`config.mk`:
```
export PLATFORM = sky130hd
export DESIGN_NAME = config_chain_loader_flat
export DESIGN_NICKNAME = d
export VERILOG_FILES = /design/src/rtl/config_chain_loader_if.sv /design/src/rtl/config_chain_loader.sv /design/src/flat_wrapper.sv
export SDC_FILE = /design/constraint.sdc
export NUM_CORES = 1
export LEC_CHECK = 0
export ABC_AREA = 1
export BUFFER_PORTS_ARGS = -buffer_cell sky130_fd_sc_hd__buf_2
export CORE_MARGIN = 5
export CORE_UTILIZATION = 55
export CTS_BUF_LIST = sky130_fd_sc_hd__clkbuf_4
export CTS_CLUSTER_SIZE = 30
export DETAILED_ROUTE_END_ITERATION = 8
export HOLD_SLACK_MARGIN = 0.05
export PLACE_DENSITY = 0.78
export SLEW_MARGIN = 20
export SYNTH_ARGS = -nofsm -noshare
export SYNTH_HDL_FRONTEND = slang
export SYNTH_SLANG_ARGS = --single-unit
```
`constraint.sdc`:
```
create_clock -name clock -period 1.8 [get_ports clock]
set_input_delay 0.09 -clock clock [delete_from_list [all_inputs] [get_ports clock]]
set_output_delay 0.09 -clock clock [all_outputs]
set_load 0.02 [all_outputs]
```
`src/rtl/config_chain_loader_if.sv`:
```
// Host word stream between the bitstream source and the configuration chain loader.
interface config_chain_loader_if #(
  parameter int WORD_WIDTH = 8
);
  logic                  word_valid;
  logic [WORD_WIDTH-1:0] word_data;
  logic                  word_ready;

  modport master (output word_valid, output word_data, input word_ready);
  modport slave  (input word_valid, input word_data, output word_ready);
endinterface

```
`src/rtl/config_chain_loader.sv`:
```
// Serialises host words MSB-first onto a tile configuration chain after clearing it.
// Optional CRC-8 check of the loaded bits is compiled in with CONFIG_CHAIN_CRC_EN.
module config_chain_loader #(
  parameter int WORD_WIDTH   = 8,
  parameter int CHAIN_LENGTH = 64,
  parameter int COUNT_WIDTH  = 16
) (
  input  logic                 clock,
  input  logic                 nreset,
  input  logic                 start,
  input  logic                 abort,
  config_chain_loader_if.slave bus,
  output logic                 cfg_nreset,
  output logic                 cfg_enable,
  output logic                 cfg_data,
  output logic                 busy,
  output logic                 done,
  output logic                 error
);
  localparam int                     BIT_W     = $clog2(WORD_WIDTH);
  localparam logic [BIT_W-1:0]       LAST_BIT  = BIT_W'(WORD_WIDTH - 1);
  localparam logic [COUNT_WIDTH-1:0] CHAIN_END = COUNT_WIDTH'(CHAIN_LENGTH);

  typedef enum logic [2:0] {
    ST_IDLE      = 3'd0,
    ST_CLEAR     = 3'd1,
    ST_WAIT_WORD = 3'd2,
`ifdef CONFIG_CHAIN_CRC_EN
    ST_SHIFT     = 3'd3,
    ST_CHECK     = 3'd4
`else
    ST_SHIFT     = 3'd3
`endif
  } state_t;

  state_t                 state_q, state_d;
  logic [WORD_WIDTH-1:0]  holder_q, holder_d;
  logic [BIT_W-1:0]       bit_q, bit_d;
  logic [COUNT_WIDTH-1:0] count_q, count_d;
  logic                   word_ready_q, word_ready_d;
  logic                   cfg_nreset_q, cfg_nreset_d;
  logic                   cfg_enable_q, cfg_enable_d;
  logic                   cfg_data_q, cfg_data_d;
  logic                   busy_q, busy_d;
  logic                   done_q, done_d;
  logic                   error_q, error_d;

`ifdef CONFIG_CHAIN_CRC_EN
  logic [7:0] crc_q, crc_d;

  function automatic logic [7:0] crc8_step(input logic [7:0] crc, input logic bit_in);
    logic fb;
    fb = crc[7] ^ bit_in;
    return {crc[6:0], 1'b0} ^ (fb ? 8'h07 : 8'h00);
  endfunction
`endif

  // Next state and next register values; outputs are decoded from the next state
  always_comb begin
    state_d  = state_q;
    holder_d = holder_q;
    bit_d    = bit_q;
    count_d  = count_q;
    error_d  = error_q;
    done_d   = 1'b0;
`ifdef CONFIG_CHAIN_CRC_EN
    crc_d    = crc_q;
`endif
    if (abort && (state_q != ST_IDLE)) begin
      state_d = ST_IDLE;
      error_d = 1'b1;
    end else begin
      case (state_q)
        ST_IDLE: begin
          if (start && !abort) begin
            state_d = ST_CLEAR;
            error_d = 1'b0;
            count_d = '0;
`ifdef CONFIG_CHAIN_CRC_EN
            crc_d   = 8'h00;
`endif
          end else begin
            state_d = ST_IDLE;
          end
        end
        ST_CLEAR: state_d = ST_WAIT_WORD;
        ST_WAIT_WORD: begin
          if (bus.word_valid && word_ready_q) begin
            holder_d = bus.word_data;
            bit_d    = '0;
            state_d  = ST_SHIFT;
          end else begin
            state_d = ST_WAIT_WORD;
          end
        end
        ST_SHIFT: begin
          holder_d = {holder_q[WORD_WIDTH-2:0], 1'b0};
          bit_d    = bit_q + BIT_W'(1);
          count_d  = count_q + COUNT_WIDTH'(1);
`ifdef CONFIG_CHAIN_CRC_EN
          crc_d    = crc8_step(crc_q, holder_q[WORD_WIDTH-1]);
`endif
          // Chain end takes priority: low bits of a partial last word are dropped
          if (count_d == CHAIN_END) begin
`ifdef CONFIG_CHAIN_CRC_EN
            state_d = ST_CHECK;
`else
            state_d = ST_IDLE;
            done_d  = 1'b1;
`endif
          end else if (bit_q == LAST_BIT) begin
            state_d = ST_WAIT_WORD;
          end else begin
            state_d = ST_SHIFT;
          end
        end
`ifdef CONFIG_CHAIN_CRC_EN
        ST_CHECK: begin
          if (bus.word_valid && word_ready_q) begin
            state_d = ST_IDLE;
            if (8'(bus.word_data) == crc_q) begin
              done_d = 1'b1;
            end else begin
              error_d = 1'b1;
            end
          end else begin
            state_d = ST_CHECK;
          end
        end
`endif
        default: state_d = ST_IDLE;
      endcase
    end

`ifdef CONFIG_CHAIN_CRC_EN
    word_ready_d = (state_d == ST_WAIT_WORD) || (state_d == ST_CHECK);
`else
    word_ready_d = (state_d == ST_WAIT_WORD);
`endif
    cfg_nreset_d = (state_d != ST_CLEAR);
    cfg_enable_d = (state_d == ST_SHIFT);
    cfg_data_d   = (state_d == ST_SHIFT) ? holder_d[WORD_WIDTH-1] : 1'b0;
    busy_d       = (state_d != ST_IDLE);
  end

  // State and registered outputs
  always_ff @(posedge clock or negedge nreset) begin
    if (!nreset) begin
      state_q      <= ST_IDLE;
      holder_q     <= '0;
      bit_q        <= '0;
      count_q      <= '0;
      word_ready_q <= 1'b0;
      cfg_nreset_q <= 1'b1;
      cfg_enable_q <= 1'b0;
      cfg_data_q   <= 1'b0;
      busy_q       <= 1'b0;
      done_q       <= 1'b0;
      error_q      <= 1'b0;
`ifdef CONFIG_CHAIN_CRC_EN
      crc_q        <= 8'h00;
`endif
    end else begin
      state_q      <= state_d;
      holder_q     <= holder_d;
      bit_q        <= bit_d;
      count_q      <= count_d;
      word_ready_q <= word_ready_d;
      cfg_nreset_q <= cfg_nreset_d;
      cfg_enable_q <= cfg_enable_d;
      cfg_data_q   <= cfg_data_d;
      busy_q       <= busy_d;
      done_q       <= done_d;
      error_q      <= error_d;
`ifdef CONFIG_CHAIN_CRC_EN
      crc_q        <= crc_d;
`endif
    end
  end

  assign bus.word_ready = word_ready_q;
  assign cfg_nreset     = cfg_nreset_q;
  assign cfg_enable     = cfg_enable_q;
  assign cfg_data       = cfg_data_q;
  assign busy           = busy_q;
  assign done           = done_q;
  assign error          = error_q;
endmodule

```
`src/flat_wrapper.sv`:
```
// flat-port wrapper written by rule: the top's interface ports become plain ports
module config_chain_loader_flat 
#(
  parameter int WORD_WIDTH   = 8,
  parameter int CHAIN_LENGTH = 64,
  parameter int COUNT_WIDTH  = 16
)
  (clock, nreset, start, abort, cfg_nreset, cfg_enable, cfg_data, busy, done, error, bus_word_valid, bus_word_data, bus_word_ready);
  config_chain_loader_if #(.WORD_WIDTH(WORD_WIDTH)) bus_i ();
  input  logic clock;
  input  logic nreset;
  input  logic start;
  input  logic abort;
  output logic cfg_nreset;
  output logic cfg_enable;
  output logic cfg_data;
  output logic busy;
  output logic done;
  output logic error;
  input wire logic [$bits(bus_i.word_valid)-1:0] bus_word_valid;
  input wire logic [$bits(bus_i.word_data)-1:0] bus_word_data;
  output wire logic [$bits(bus_i.word_ready)-1:0] bus_word_ready;
  assign bus_i.word_valid = bus_word_valid;
  assign bus_i.word_data = bus_word_data;
  assign bus_word_ready = bus_i.word_ready;
  config_chain_loader #(.WORD_WIDTH(WORD_WIDTH), .CHAIN_LENGTH(CHAIN_LENGTH), .COUNT_WIDTH(COUNT_WIDTH)) u_core (.clock(clock), .nreset(nreset), .start(start), .abort(abort), .bus(bus_i), .cfg_nreset(cfg_nreset), .cfg_enable(cfg_enable), .cfg_data(cfg_data), .busy(busy), .done(done), .error(error));
endmodule
```
==> qor.txt, run 1 <==
Design Area, Final -> 2520 um2
DIE WIDTH -> 70.9 um
Worst Hold Class -> primary input to flop
part of the Yosys area used for sequential elements -> 0.442
crit path from -> u_core.count_q[0]
failing checks -> setup timing
syn avg cell area -> 7.79 um2
CP Data Required Time -> 2.10 ns
leakage power -> 1.17 nW
Area contributors post-synth -> dfrtp_1 (43%), nand2_1 (14%), o21ai_0 (7.6%)
Final Hold Vio Count -> 0
predominant post-synthesis flop cell -> dfrtp_1
Post-synth EDFFs -> 0
initial antenna violation count -> 0
via/cell ratio -> 5.11
CTS max path bufs -> 2
post-route insts no fill -> 355
initial core utilization -> 0.562
Max Fclk -> 534 MHz
Cell Pwr Density -> 1010 nW/um2
Period Utilization, post-route -> 1.04
Worst Path Arrival -> 2.18 ns
smallest hold slack -> 0.0476 ns
GRT Total Usage -> 0.191
peak supply drop -> 0.677 mV
vias in the first global route -> 1635
post-layout net count -> 326
Placed Cells -> 336
Final Max Slew Viols -> 0
most frequent cells in the layout -> nand2_1 (71), inv_1 (39), dfrtp_1 (33)
minimum clock period -> 1.87 ns
Synth top area share -> 0.429
CP max FO -> 7
placed cell area -> 2270 um2
Overall Power -> 2.53 mW
total CTS buffers -> 5
Cells after Synth -> 262
Final Worst Setup Slack -> -0.0741 ns
ANT cells -> 0
RSZ-0062 raised after global routing -> true
crit path capture type -> flop
height of the die -> 70.9 um
buffers added on ports -> 19
syn nets -> 282
grt ovf -> 0
Max-Cap Viols -> 0
number of H-tree levels -> 2
Core ar. -> 3630 um2
drc violations -> 0
FILL cells -> 296
cell taking the most area after synthesis -> dfrtp_1
HPWL Detailed -> 3060 um
clock skew -> 0.0140 ns
Cell Rows -> 22
synthesized flop and latch total -> 36
clock slew at reported path FFs -> 0.12 ns
Post-Syn Area -> 2040 um2
IO Count -> 20
Synthesis Warnings -> 0
Worst-Skew Late Latency -> 0.36 ns
first-pass GRT wire length -> 7500 um
largest net degree at the start of global routing -> 37
Sink Count -> 36
Detail Route Antenna Nets -> 0
share of layout cells above drive strength 1 -> 0.280
startpoint class of the critical path -> flop
First DRT Iteration DRCs -> 139
status -> finished with violations
FFs w/ async S/R, synth -> 1.00
1st-pass router iterations -> 4
Layout area overhead -> 23.3%
slew margin rel. -> 0.459
CTS tree -> done
commonest non-fill, non-tap cell in the layout -> nand2_1
endpoints failing setup -> 7
Worst Tran Pin Value -> 0.811 ns
HP Start -> bus_word_data[4]
drt total wl -> 4540 um
die area -> 5030 um2
Avg WL per Cell -> 12.8 um
FF-to-FF Start -> u_core.count_q[0]
Via Count -> 1815
CP Class -> flop to flop
Netlist cell types -> 28
placer congestion estimate -> 0.871
CTS root buf -> clkbuf_4
## per-layer routing
layer  GRT usage  wire (um)
met2       0.299       2180
met1       0.253       2040
met4      0.0731         90
met5           0          0
met3      0.0526        241
## cell type report
cell class	count	area [um2]	share of cell area
multi-input combinational	179	1020	0.407
sequential	36	905	0.359
timing repair buffer	42	290	0.115
inverter	42	158	0.0626
tap	48	60.1	0.0239
clock buffer	6	45.0	0.0179
clock inverter	2	35.0	0.0139
## repair_timing
action,4_1_cts,5_1_grt
gates cloned,0,0
endpoints found under the setup margin,9,18
resized for setup,3,15
pin swaps,0,10
buffers inserted,2,5
endpoints found under the hold margin,38,0
hold buffers,4,0
## where the power goes
part / total [mW] / leakage (nW) / internal (mW) / switching [mW]
logic: 0.942 / 0.634 / 0.371 / 0.571
registers: 0.995 / 0.485 / 0.939 / 0.0560
clock network: 0.594 / 0.0456 / 0.306 / 0.288
## through the flow
step / utilization / worst slack [ns] / setup TNS [ns]
CTS: 0.666 / -0.00486 / -0.00486
global route: 0.693 / -0.225 / -1.63
global placement: 0.626 / 0.0263 / 0
finish: 0.693 / -0.0741 / -0.418
detailed placement: 0.626 / -0.0574 / -0.291
floorplan: - / 0.0678 / 0
## worst max-delay path: stages, from the launching register on
cell	delay, ns
dfrtp_1	0.38
ha_2	0.21
nand3_4	0.09
nor2_4	0.18
buf_4	0.14
buf_4	0.09
nand3_1	0.07
nand2_2	0.09
nor2_2	0.03
nand2_1	0.07
nor2_2	0.04
nand2_2	0.09
nand3_2	0.09
nand2_4	0.10
nand3_4	0.09
nor2_2	0.07
## registers in the layout, summed over array words and instances (netlist names)
name / flops
u_core.error: 1
u_core.holder_q: 8
u_core.cfg_enable: 1
u_core.done: 1
u_core.bit_q: 3
u_core.busy: 1
u_core.bus.word_ready: 1
u_core.cfg_data: 1
u_core.count_q: 16
u_core.cfg_nreset: 1
u_core.state_q: 2
## logic make-up (layout without fill, tap and decap cells)
family / count (synthesis) / after routing / share of synthesized area
adders and majority gates: 7 / 7 / 0.0429
and+or+nand+nor: 128 / 128 / 0.301
AOI/OAI and AO/OA: 42 / 42 / 0.112
xor gates and xnor gates: 2 / 2 / 0.0123
DFF: 36 / 36 / 0.442
buffers and inverters: 47 / 92 / 0.0895
## synthesized netlist by cell type, types with 3 or more instances
master,instances
nand2_1,74
inv_1,39
dfrtp_1,35
o21ai_0,31
nor2_1,15
nand3_1,10
nand2_2,9
ha_1,7
nand4_1,6
nor2_2,5
o22ai_1,5
inv_2,3
nand3_2,3
nor2_4,3
## path summary, 6_finish.rpt
path                                      end  slack, ns  depth (start not counted)
hold / removal             u_core.holder_q[4]       0.05                          5
setup reg to reg              u_core.cfg_data      -0.07                         15
hold reg to reg                  u_core.error       0.52                          2
setup / recovery              u_core.cfg_data      -0.07                         15
max in group asynchronous   u_core.count_q[2]       0.89                          2
min in group asynchronous  u_core.holder_q[3]       0.35                          2
Note: power is estimated with default switching activity, not from simulation.
==> inputs of run 2 (changes only) <==
--- a/config.mk
+++ b/config.mk
@@ -5,7 +5,6 @@
 export SDC_FILE = /design/constraint.sdc
 export NUM_CORES = 1
 export LEC_CHECK = 0
-export ABC_AREA = 1
 export BUFFER_PORTS_ARGS = -buffer_cell sky130_fd_sc_hd__buf_2
 export CORE_MARGIN = 5
 export CORE_UTILIZATION = 55
==> run 2 against run 1 <==
Effect of this change:
- the run still ends with setup timing left
- hold slack gained 0.14 ns
- routed wire length up 22%
- flip-flop and latch count did not move
- clock power shrank 0.7%
- non-clock buffer count rose by 39
- sequential share of layout area decreased by 3.9 points
- maximum frequency shrank 21%
- cell count down 4.2%
==> qor.txt, run 2 <==
status -> finished with violations
CP Data Required Time -> 2.03 ns (-0.07 ns)
Netlist cell types -> 48 (+71%)
Worst Path Arrival -> 2.61 ns (+0.43 ns)
Largest Register -> u_core.count_q
placer congestion estimate -> 0.855 (-1.8%)
Final Hold Vio Count -> 0 (unchanged)
Detail Route Antenna Nets -> 0 (unchanged)
vias in the first global route -> 1915 (+17%)
cell taking the most area after synthesis -> dfrtp_1
Area contributors post-synth -> dfrtp_1 (42%), a22o_1 (5.1%), ha_1 (4.2%)
Max Fclk -> 421 MHz (-21%)
CP max-delay cell -> o41a_1
commonest cells in the synthesized netlist -> dfrtp_1 (35), nor2_1 (19), nand2_1 (17)
buffers added on ports -> 19 (unchanged)
crit path capture type -> flop
synthesized flop and latch total -> 36 (unchanged)
leakage power -> 1.42 nW (+22%)
P_int -> 1.78 mW (+10%)
initial antenna violation count -> 0 (unchanged)
number of H-tree levels -> 2 (unchanged)
Overall Power -> 2.83 mW (+12%)
1st-pass router iterations -> 4 (unchanged)
Gate power share -> 0.414 (+0.042)
CTS max path bufs -> 2 (unchanged)
endpoints failing setup -> 11 (+4)
CTS tree -> done
clock skew -> 0.00637 ns (-0.00763 ns)
Via Count -> 1990 (+9.6%)
Final Worst Setup Slack -> -0.578 ns (-0.503 ns)
syn nets -> 235 (-17%)
Sink Count -> 36 (unchanged)
total net switching power -> 1.05 mW (+15%)
placed cell area -> 2460 um2 (+8.4%)
die area -> 5090 um2 (+1.2%)
most common cell in the netlist -> dfrtp_1
Design Area, Final -> 2820 um2 (+12%)
share of layout cells above drive strength 1 -> 0.397 (+0.117)
startpoint class of the critical path -> flop
failing checks -> setup timing
part of the power in the clock network -> 0.209 (-0.026)
most frequent cells in the layout -> buf_4 (47), dfrtp_1 (35), buf_2 (19)
RSZ-0062 raised after global routing -> true
first-pass GRT wire length -> 8670 um (+16%)
Worst-Skew Late Latency -> 0.35 ns (about the same)
Final Max Slew Viols -> 0 (unchanged)
Cells after Synth -> 215 (-18%)
crit-path cells -> ha_2 -> and4_4 -> nand4_1 -> nand2_1 -> nand4b_1 -> o41a_1 -> nor3_4 -> o32ai_2
post-layout net count -> 311 (-4.6%)
via/cell ratio -> 5.85 (+14%)
drt total wl -> 5550 um (+22%)
height of the die -> 71.4 um (+0.61%)
Avg WL per Cell -> 16.3 um (+28%)
GRT Total Usage -> 0.216 (+0.0255)
Cell Rows -> 22 (unchanged)
clock slew at reported path FFs -> 0.12 ns (about the same)
CP max FO -> 7 (unchanged)
max FFs per register -> 16 (unchanged)
ANT cells -> 0 (unchanged)
initial core utilization -> 0.566 (+0.00364)
FFs w/ async S/R, synth -> 1.00 (unchanged)
drc violations -> 0 (unchanged)
HPWL Detailed -> 3270 um (+6.9%)
Synth top area share -> 0.423 (-0.00596)
First DRT Iteration DRCs -> 135 (-2.9%)
slew margin rel. -> 0.469 (+0.00984)
CP Class -> flop to flop
part of the Yosys area used for sequential elements -> 0.436 (-0.00614)
CTS root buf -> clkbuf_4
minimum clock period -> 2.38 ns (+0.503 ns)
Worst Tran Pin Value -> 0.796 ns (-0.0148 ns)
syn avg cell area -> 9.63 um2 (+24%)
Worst Hold Class -> primary input to flop
Net Sw Frac -> 0.371 (+0.00937)
Cell Pwr Density -> 1000 nW/um2 (-0.21%)
TNS Setup -> -4.19 ns (-3.77 ns)
Synthesis Warnings -> 0 (unchanged)
post-placement setup slack -> -0.608 ns (-0.550 ns)
IO Count -> 20 (unchanged)
DIE WIDTH -> 71.4 um (+0.61%)
Period Utilization, post-route -> 1.32 (+0.280)
commonest non-fill, non-tap cell in the layout -> buf_4
largest net degree at the start of global routing -> 37 (unchanged)
grt ovf -> 0 (unchanged)
Post-Syn Area -> 2070 um2 (+1.4%)
Flop pwr share -> 0.377 (-0.016)
biggest regs -> u_core.count_q (16), u_core.holder_q (8), u_core.bit_q (3)
Core ar. -> 3660 um2 (+0.76%)
Max stage delay on crit path -> 0.51 ns (+0.13 ns)
predominant post-synthesis flop cell -> dfrtp_1
Max-Cap Viols -> 0 (unchanged)
Post-synth EDFFs -> 0 (unchanged)
Reg2Reg Setup Slack -> -0.58 ns (-0.50 ns)
total CTS buffers -> 5 (unchanged)
Layout area overhead -> 36.1%
peak supply drop -> 1.10 mV (+63%)
## run 2: cell types whose count changed in the layout (fill, tap and decap cells not counted), sizes merged, moves of 6 or more
cell   delta
a21o      +7
a21oi    +12
a22o     +13
a22oi     +6
and4      +6
buf      +33
inv      -30
mux2      +6
nand2    -66
nand3     -7
nor3      +9
o21ai    -23
## run 2: timing repair
item,4_1_cts,5_1_grt
hold buffers,9,0
resized for setup,11,12
endpoints found under the setup margin,13,30
endpoints found under the hold margin,43,0
gates cloned,0,1
setup buffers,11,7
pin swaps,15,7
## run 2: per-stage QoR
step | cells | utilization | hold slack (ns)
after floorplan | 215 | - | -0.206
after global placement | 311 | 0.673 | 0.219
after detailed placement | 311 | 0.673 | 0.220
after CTS | 334 | 0.744 | 0.111
after global routing | 340 | 0.770 | 0.164
final | 340 | 0.770 | 0.186
## run 2: critical path: cells and delay by family (launching register included)
family	cells	cell delay [ns]
simple gates	5	0.98
fa+ha+maj	1	0.22
compound gates	2	0.63
flops	1	0.42
## run 2: kinds of logic (layout without fill, tap and decap cells)
group           Yosys count  in the layout  share of synthesized area
flops                    36             36                      0.436
fa+ha+maj                 7              7                     0.0423
compound gates           59             59                      0.199
buf+inv                  24            101                     0.0604
mux                       6              6                     0.0326
simple gates             82             82                      0.226
xor+xnor                  1              1                    0.00423
## run 2: path summary, 6_finish.rpt
| kind | from | endpoint | cells past startpoint |
|---|---|---|---|
| max | u_core.count_q[0] | u_core.cfg_data | 8 |
| min | bus_word_data[7] | u_core.holder_q[7] | 4 |
| max reg2reg | u_core.count_q[0] | u_core.cfg_data | 8 |
| min reg2reg | u_core.holder_q[6] | u_core.holder_q[6] | 2 |
| max in group asynchronous | nreset | u_core.count_q[6] | 2 |
| min in group asynchronous | nreset | u_core.count_q[9] | 2 |
## run 2: power by group through the flow
| stage | combinational, mW | clock, mW | sequential, mW |
|---|---|---|---|
| after floorplan | 0.561 | 0 | 1.11 |
| after global placement | 0.920 | 0 | 1.07 |
| after detailed placement | 0.958 | 0 | 1.07 |
| after CTS | 0.998 | 0.601 | 1.06 |
| after global routing | 1.29 | 0.638 | 1.09 |
| final | 1.17 | 0.590 | 1.07 |
## run 2: final cells by class
class	instances	area [um2]
flip-flops and latches	36	902
clock buffers	5	37.5
fillers	242	843
clock inverters	3	42.5
well taps	48	60.1
multi-input cells	155	1110
repair buffers	81	623
inverters	12	45.0
## run 2: metal layers
| layer | vias up | part of all wire | global-route usage |
|---|---|---|---|
| met1 | 973 | 0.41 | 0.258 |
| li1 | 946 | - | - |
| met2 | 48 | 0.52 | 0.366 |
| met5 | - | 0 | 0 |
| met3 | 23 | 0.035 | 0.0547 |
| met4 | 0 | 0.039 | 0.0981 |
==> inputs of run 3 (changes only) <==
--- a/config.mk
+++ b/config.mk
@@ -7,12 +7,12 @@
 export LEC_CHECK = 0
 export BUFFER_PORTS_ARGS = -buffer_cell sky130_fd_sc_hd__buf_2
 export CORE_MARGIN = 5
-export CORE_UTILIZATION = 55
+export CORE_UTILIZATION = 60
 export CTS_BUF_LIST = sky130_fd_sc_hd__clkbuf_4
 export CTS_CLUSTER_SIZE = 30
 export DETAILED_ROUTE_END_ITERATION = 8
 export HOLD_SLACK_MARGIN = 0.05
-export PLACE_DENSITY = 0.78
+export PLACE_DENSITY = 0.81
 export SLEW_MARGIN = 20
 export SYNTH_ARGS = -nofsm -noshare
 export SYNTH_HDL_FRONTEND = slang
==> constraint.sdc (replaced) <==
create_clock -name clock -period 3.06 [get_ports clock]
set_input_delay 0.153 -clock clock [delete_from_list [all_inputs] [get_ports clock]]
set_output_delay 0.153 -clock clock [all_outputs]
set_load 0.02 [all_outputs]
==> run 3 against run 2 <==
Effect of this change:
- the run now ends clean
- register-to-register slack better by 1.2 ns
- critical path depth unchanged
- via count down 19%
- design area down 19%
- routed wire length down 29%
- cell count down 17%
- die area down 7.2%
- sequential power down 41%
- maximum frequency down 3.2%
- highest routed layer unchanged
==> qor.txt, run 3 (synthesis results as in run 2) <==
leakage power -> 1.10 nW (-22%)
vias in the first global route -> 1466 (-23%)
1st-pass router iterations -> 4 (unchanged)
most frequent cells in the layout -> dfrtp_1 (35), nor2_1 (19), buf_2 (19)
CP max FO -> 8 (+1)
max FFs per register -> 16 (unchanged)
TNS Setup -> 0 ns (+4.19 ns)
placer congestion estimate -> 0.773 (-9.6%)
minimum clock period -> 2.46 ns (+0.0789 ns)
slew margin rel. -> 0.466 (-0.00339)
Largest Register -> u_core.count_q
IO Count -> 20 (unchanged)
smallest hold slack -> 0.0926 ns (-0.0931 ns)
Critical Path Stages -> 8 (unchanged)
clock slew at reported path FFs -> 0.12 ns (about the same)
post-layout net count -> 254 (-18%)
ANT cells -> 0 (unchanged)
Setup Buffers After CTS -> 0 (-11)
Avg WL per Cell -> 14.1 um (-14%)
Detail Route Antenna Nets -> 0 (unchanged)
critical path's top delay family -> compound AO/OA/AOI/OAI gates
worst-case reg-to-reg path depth -> 8 (unchanged)
drt total wl -> 3970 um (-29%)
biggest regs -> u_core.count_q (16), u_core.holder_q (8), u_core.bit_q (3)
CTS root buf -> clkbuf_4
CTS max path bufs -> 2 (unchanged)
Layout area overhead -> 9.61%
met3 WL -> 159 um (-17%)
status -> completed
Core ar. -> 3340 um2 (-8.9%)
total CTS buffers -> 5 (unchanged)
largest net degree at the start of global routing -> 37 (unchanged)
buffers added on ports -> 19 (unchanged)
Cell Rows -> 21 (-4.5%)
highest routing layer actually used -> met4
die area -> 4730 um2 (-7.2%)
number of H-tree levels -> 2 (unchanged)
Overall Power -> 1.46 mW (-48%)
Period Utilization, post-route -> 0.803 (-0.518)
Critical R2R Capture -> u_core.busy
share of layout cells above drive strength 1 -> 0.217 (-0.180)
Cell Pwr Density -> 643 nW/um2 (-36%)
Worst path most repeated cell -> and4_1
peak supply drop -> 0.434 mV (-61%)
CTS tree -> done
crit path from -> u_core.count_q[0]
GRT Total Usage -> 0.196 (-0.0202)
commonest non-fill, non-tap cell in the layout -> dfrtp_1
via/cell ratio -> 5.74 (-1.9%)
endpoints failing setup -> 0 (-11)
RSZ-0062 raised after global routing -> false
CP Class -> flop to flop
initial antenna violation count -> 0 (unchanged)
height of the die -> 68.7 um (-3.7%)
first-pass GRT wire length -> 6770 um (-22%)
FILL cells -> 277 (+14%)
Via Count -> 1614 (-19%)
Max stage delay on crit path -> 0.49 ns (-0.02 ns)
initial core utilization -> 0.621 (+0.0549)
M1 WL -> 1850 um (-18%)
crit-path cells -> ha_1 -> and4_1 -> and4_1 -> o211a_1 -> o22ai_1 -> o41a_1 -> nor3_4 -> a21oi_1
DIE WIDTH -> 68.7 um (-3.7%)
grt ovf -> 0 (unchanged)
Final Max Slew Viols -> 0 (unchanged)
crit path capture -> u_core.busy
CP Data Required Time -> 3.26 ns (+1.23 ns)
crit path capture type -> flop
Worst Hold Class -> primary input to flop
Max Fclk -> 407 MHz (-3.2%)
HPWL Detailed -> 2700 um (-17%)
FF-to-FF Start -> u_core.count_q[0]
drc violations -> 0 (unchanged)
Met2 Routed Length -> 1920 um (-34%)
startpoint class of the critical path -> flop
Sink Count -> 36 (unchanged)
Worst Tran Pin Value -> 0.801 ns (+0.00509 ns)
Final Hold Vio Count -> 0 (unchanged)
clock skew -> 0.0102 ns (+0.00382 ns)
Reg2Reg Setup Slack -> 0.60 ns (+1.18 ns)
Worst-Skew Late Latency -> 0.35 ns (about the same)
worst path buffer plus inverter count -> 0 (unchanged)
Worst Path Arrival -> 2.65 ns (+0.04 ns)
First DRT Iteration DRCs -> 93 (-31%)
Max-Cap Viols -> 0 (unchanged)
CP max-delay cell -> o41a_1
## run 3: layout make-up
class	instances	area [um2]	share of cell area
Sequential cell	36	902	0.397
Inverter	12	45.0	0.0198
Clock inverter	2	35.0	0.0154
Tap cell	46	57.6	0.0254
Timing Repair Buffer	24	138	0.0606
Multi-Input combinational cell	155	1050	0.461
Clock buffer	6	45.0	0.0198
## run 3: layer usage
metal / vias up / track usage
met5: - / 0
met2: 29 / 0.315
li1: 822 / -
met1: 759 / 0.256
met3: 4 / 0.0535
met4: 0 / 0.0657
## run 3: worst register-to-register path: cells and delay by family, from the launching register on
kind	cells	cell delay (ns)
adders and majority gates	1	0.21
and+or+nand+nor	3	0.78
AOI/OAI and AO/OA	4	0.87
DFF	1	0.46
## run 3: what timing repair did
item | in CTS | in global routing
resized for setup | 0 | 0
hold buffers | 2 | 0
hold endpoints to repair | 36 | 0
## run 3: worst min path at each step
| stage | cells past startpoint | to | from | slack [ns] |
|---|---|---|---|---|
| floorplan | 0 | u_core.bit_q[0] | nreset | -0.14 |
| global placement | 1 | u_core.error | nreset | 0.28 |
| detailed placement | 1 | u_core.count_q[12] | nreset | 0.28 |
| CTS | 3 | u_core.holder_q[2] | bus_word_data[2] | 0.09 |
| global route | 3 | u_core.holder_q[6] | bus_word_data[6] | 0.09 |
| finish | 3 | u_core.holder_q[2] | bus_word_data[2] | 0.09 |
## run 3: power breakdown
part	switching [mW]	leakage (nW)	internal [mW]
registers	0.0569	0.481	0.572
clock network	0.163	0.0456	0.180
logic	0.320	0.576	0.166
total	0.540	1.10	0.919
## run 3: through the flow
stage               utilization  instance area, um2  std cells  setup WS (ns)
floorplan                     -                2070        215          0.789
global placement          0.650                2170        271          0.684
detailed placement        0.650                2170        271          0.617
CTS                       0.680                2270        281          0.599
global route              0.680                2270        281          0.358
finish                    0.680                2270        281          0.603
